<file path="src/rtl/aqua_dispense_ctrl.sv">
// Bottle dispenser controller: queues vend/change requests, runs the motor,
// waits for the chute sensor and ejects change coins one pulse at a time.
module aqua_dispense_ctrl #(
  parameter int MOTOR_CYC   = 8,
  parameter int TIMEOUT_CYC = 64,
  parameter int STOCK_INIT  = 20
) (
  input  logic       clk,
  input  logic       rst,
  input  logic       vend_req,
  input  logic [1:0] chg_req,
  input  logic       refill,
  input  logic       bottle_sense,
  output logic       motor_on,
  output logic       coin_eject,
  output logic [7:0] stock,
  output logic       sold_out,
  output logic       busy,
  output logic       q_full,
  output logic       q_ovf,
  output logic       fault
);

  typedef enum logic [2:0] {IDLE, MOTOR, WAIT_SENSE, COIN_HI, COIN_LO, FAULT} state_t;

  typedef struct packed {
    logic       vend;
    logic [2:0] coins;
  } entry_t;

  state_t      state, state_n;
  logic [15:0] tmr, tmr_n;
  logic [2:0]  coins_left, coins_n;
  logic        sensed, sensed_n;
  logic        dec;

  // Requests are captured in a register first so nothing downstream sees
  // the raw inputs combinationally.
  logic   req_v;
  entry_t req_e;

  always_ff @(posedge clk) begin
    if (rst) begin
      req_v <= 1'b0;
      req_e <= '0;
    end else begin
      req_v      <= vend_req | (chg_req == 2'b01) | (chg_req == 2'b10);
      req_e.vend <= vend_req;
      req_e.coins <= (chg_req == 2'b11) ? 3'd0 : {1'b0, chg_req};
    end
  end

  entry_t     mem [4];
  logic [1:0] wr_ptr, rd_ptr;
  logic [2:0] count;
  logic       push, pop;
  entry_t     head;

  assign head = mem[rd_ptr];
  assign pop  = (state == IDLE) && (count != 3'd0);
  // A full FIFO still accepts when the head leaves on the same edge.
  assign push = req_v && ((count != 3'd4) || pop);

  always_ff @(posedge clk) begin
    if (push) mem[wr_ptr] <= req_e;
  end

  always_ff @(posedge clk) begin
    if (rst) begin
      wr_ptr <= 2'd0;
      rd_ptr <= 2'd0;
      count  <= 3'd0;
      q_ovf  <= 1'b0;
    end else begin
      if (push) wr_ptr <= wr_ptr + 2'd1;
      if (pop)  rd_ptr <= rd_ptr + 2'd1;
      case ({push, pop})
        2'b10:   count <= count + 3'd1;
        2'b01:   count <= count - 3'd1;
        default: count <= count;
      endcase
      q_ovf <= req_v && !push;
    end
  end

  always_ff @(posedge clk) begin
    if (rst) begin
      state      <= IDLE;
      tmr        <= '0;
      coins_left <= 3'd0;
      sensed     <= 1'b0;
    end else begin
      state      <= state_n;
      tmr        <= tmr_n;
      coins_left <= coins_n;
      sensed     <= sensed_n;
    end
  end

  always_comb begin
    state_n  = state;
    tmr_n    = '0;
    coins_n  = coins_left;
    sensed_n = sensed;
    dec      = 1'b0;
    case (state)
      IDLE: begin
        sensed_n = 1'b0;
        if (pop) begin
          // Sold out: refund the 10 rs price as two extra coins.
          coins_n = (head.vend && stock == 8'd0) ? head.coins + 3'd2 : head.coins;
          if (head.vend && stock != 8'd0) begin
            state_n = MOTOR;
            dec     = 1'b1;
          end else if (coins_n != 3'd0) begin
            state_n = COIN_HI;
          end
        end
      end
      MOTOR: begin
        tmr_n = tmr + 16'd1;
        if (bottle_sense) sensed_n = 1'b1;
        if (tmr == 16'(MOTOR_CYC - 1)) begin
          tmr_n = '0;
          if (sensed || bottle_sense)
            state_n = (coins_left != 3'd0) ? COIN_HI : IDLE;
          else
            state_n = WAIT_SENSE;
        end
      end
      WAIT_SENSE: begin
        tmr_n = tmr + 16'd1;
        if (bottle_sense) begin
          tmr_n   = '0;
          state_n = (coins_left != 3'd0) ? COIN_HI : IDLE;
        end else if (tmr == 16'(TIMEOUT_CYC - 1)) begin
          tmr_n   = '0;
          state_n = FAULT;
        end
      end
      COIN_HI: begin
        coins_n = coins_left - 3'd1;
        state_n = COIN_LO;
      end
      COIN_LO: state_n = (coins_left != 3'd0) ? COIN_HI : IDLE;
      FAULT:   state_n = FAULT;
      default: state_n = IDLE;
    endcase
  end

  // Refill takes priority; dec is only raised with stock nonzero, so no wrap.
  always_ff @(posedge clk) begin
    if (rst || refill) stock <= 8'(STOCK_INIT);
    else if (dec)      stock <= stock - 8'd1;
  end

  assign motor_on   = (state == MOTOR);
  assign coin_eject = (state == COIN_HI);
  assign fault      = (state == FAULT);
  assign sold_out   = (stock == 8'd0);
  assign busy       = (state != IDLE) || (count != 3'd0);
  assign q_full     = (count == 3'd4);

endmodule

</file>
<file path="config.mk">
export PLATFORM = sky130hd
export DESIGN_NAME = aqua_dispense_ctrl
export DESIGN_NICKNAME = d
export VERILOG_FILES = /design/src/rtl/aqua_dispense_ctrl.sv
export SDC_FILE = /design/constraint.sdc
export NUM_CORES = 1
export LEC_CHECK = 0
export CAP_MARGIN = 0
export CORE_MARGIN = 4
export CORE_UTILIZATION = 30
export DETAILED_ROUTE_END_ITERATION = 12
export PLACE_DENSITY = 0.5
export SYNTH_ARGS = -nofsm -noshare
export SYNTH_HDL_FRONTEND = slang
export SYNTH_SLANG_ARGS = --single-unit
</file>
<file path="constraint.sdc">
create_clock -name clk -period 3.62 [get_ports clk]
set_input_delay 0.724 -clock clk [delete_from_list [all_inputs] [get_ports clk]]
set_output_delay 0.724 -clock clk [all_outputs]
set_load 0.02 [all_outputs]
</file>
==> out/results.ini <==
[status]
outcome = completed

[timing]
maxSlewHeadroom = 0.569
worst_hold_slack_ns = 0.451
finalMaxSlewViolations = 0
rsz0062_at_grt = no
period_share = 0.836
worst_pin_slew_ns = 0.646
skew_ns = 0.00895
setup_viol = 0
finalHoldViolations = 0
tns_ns = 0
fmax_ghz = 0.331
fin_crit_ns = 3.03
setup_ws_ns = 0.594

[floorplan]
rows = 33
core_area_um2 = 8300
die_x_um = 101
start_util = 0.313
die_h_um = 101
pin_count = 22
dieArea_um2 = 10200

[clock_network]
tritoncts = done
cts.sinks = 57
post_cts_resized = 0
clockRootBuffer = clkbuf_8
cts-hold-fix-buffers = 0
cts_made_buffers = 9
clkTransAtPathRegs_ns = 0.07
cts_buffer_depth = 2
h-tree-depth = 3
cts_setup_buffers = 0
clk-insertion-delay-late_ns = 0.33

[global_route]
grt_max_degree = 17
grt_pass1_wl_um = 8170
grt_usage = 0.103
grt_pass1_vias = 1727
met1_usage = 0.142
grt_overflow = 0
gr-max-usage-layer = met1
antenna_found_initial = 0
met3_usage = 0.0388
grt_util_met2 = 0.142

[placement]
dpl.hpwl_um = 3480
postPlaceCellArea_um2 = 2910
pre_cts_slack_ns = 0.954
place.gp.congestion = 0.747
port_buffers = 21
dpl.cell_count = 377

[synth]
synth-edff-count = 12
netlist.area_leader.share = 0.347
synth_top_area_cell = dfxtp_1
ys_types = 53
synth_area_um2 = 2600
syn_area_per_cell_um2 = 10.1
ys_seq_elements = 57
async_flop_share = 0
ys_seq_area_frac = 0.486
syn_inst = 258
syn_nets = 276
ys_warn_count = 0
synth.top_cells.by_area = dfxtp_1, edfxtp_1, nor2_1
ys.flop_type = dfxtp_1

[layout]
final_cells = 393
utilization = 0.376
fillers = 839
syn_to_final_growth_pct = 20.1
insertedDiodeCount = 0
fin_area_um2 = 3120
num-nets-final = 301
drive_above_1_share = 0.101

[routing]
num_vias = 1830
drt-initial-drc-count = 81
drcViolationCount = 0
viasPerCell = 4.66
routed_wl_um = 4860
dr.pass1.iters = 4
wl_per_cell_um = 12.4
final_antenna_net_count = 0

[setup_path]
critPathBufInv = 1
required_ns = 2.90
crit_path_start_kind = flop
worstPathMaxFanout = 7
cp_slowest_stage_delay_ns = 0.68
cp_top_family = simple AND/OR/NAND/NOR gates
crit_slowest_cell = clkdlybuf4s50_1
crit_arrival_ns = 2.30
path_class = reg -> out
crit_chain = or4_4 -> nor4_1 -> clkdlybuf4s50_1
end_kind = output port

[power_and_ir_drop]
swShare = 0.323
seqPwrFrac = 0.390
peakVddDrop_uv = 364
p_total_mw = 2.04
power_density_nw_per_um2 = 656
p_clk_frac = 0.312
comb_power_share = 0.298
cellInternalPower_mw = 1.38
power.leakage_nw = 1.08
switchingPower_mw = 0.661

[worst_hold_path]
hold_path_class = reg -> reg

[job]
maxCapViolCount = 0

==> kinds of logic after synthesis <==
family                   after synthesis  synth area share
AND/OR/NAND/NOR                      111             0.227
flip-flops                            57             0.486
adder cells (fa/ha/maj)               11            0.0559
multiplexers                           4            0.0303
buffers and inverters                 20            0.0318
AO/OA/AOI/OAI                         31            0.0886
XOR/XNOR                              24            0.0809
==> per-layer routing <==
layer	wire length [um]	part of all wire
met5	0	0
met4	68	0.014
met3	198	0.041
met2	2000	0.41
met1	2600	0.53
==> worst reg2reg max path, delay by kind of cell (launching register included) <==
family | cells | cell delay, ns
flip-flops | 1 | 0.38
adder cells (fa/ha/maj) | 1 | 0.24
AND/OR/NAND/NOR | 4 | 1.64
AO/OA/AOI/OAI | 2 | 0.32
==> synthesized netlist by cell type, types with 2 or more instances <==
library cell and instances:
a211oi_1 5, a21oi_1 4, and2_1 3, and2b_1 2, and3_1 4, buf_2 3
clkbuf_1 4, dfxtp_1 45, edfxtp_1 12, ha_1 10, inv_1 12, mux4_2 3
nand2_1 11, nand3_1 7, nand4_1 6, nand4b_1 2, nor2_1 42, nor2b_1 3
nor3_1 5, nor3b_1 5, nor4_1 4, o21ai_0 4, o21ai_1 3, o22ai_1 2
o31ai_1 4, or3_1 4, xnor2_1 10, xor2_1 14
==> area by class of cell <==
type / count / area, um2 / share of cell area
sequential: 57 / 1260 / 0.404
clock inverter: 6 / 82.6 / 0.0265
inverter: 12 / 45.0 / 0.0144
tap: 105 / 131 / 0.0421
clock buffer: 10 / 128 / 0.0409
multi-input combinational: 181 / 1250 / 0.402
timing repair buffer: 22 / 218 / 0.0698
==> final timing paths <==
kind / from / end / slack, ns / depth (start not counted)
worst max register to register: stock[2] / state[0] / 0.91 / 7
worst min-delay path: tmr[0] / tmr[0] / 0.45 / 1
worst min register to register: tmr[0] / tmr[0] / 0.45 / 1
worst max-delay path: stock[2] / sold_out / 0.59 / 3
==> power groups by stage <==
stage / Sequential (mW) / Combinational (mW) / Clock, mW
6_report: 0.797 / 0.609 / 0.639
5_1_grt: 0.809 / 0.695 / 0.688
4_1_cts: 0.797 / 0.617 / 0.661
3_3_place_gp: 0.814 / 0.617 / 0
3_5_place_dp: 0.812 / 0.611 / 0
2_1_floorplan: 0.792 / 0.484 / 0
==> cell usage in the layout, fill, tap and decap left out, types with 5 or more instances in the layout <==
cell type        count
dfxtp_1             45
nor2_1              42
clkdlybuf4s50_1     21
xor2_1              14
inv_1               12
edfxtp_1            12
nand2_1             11
xnor2_1             10
ha_1                10
clkbuf_8             9
nand3_1              7
nand4_1              6
nor3_1               5
nor3b_1              5
a211oi_1             5
==> registers in the layout, indices dropped and copies added (netlist names), named ones only <==
name and cells:
wr_ptr 2, coins_left 3, req_e 3, mem 12
count 3, req_v 1, sensed 1, state 3
tmr 16, stock 8, rd_ptr 2, q_ovf 1
No activity file was read; power rests on OpenSTA's default activity.
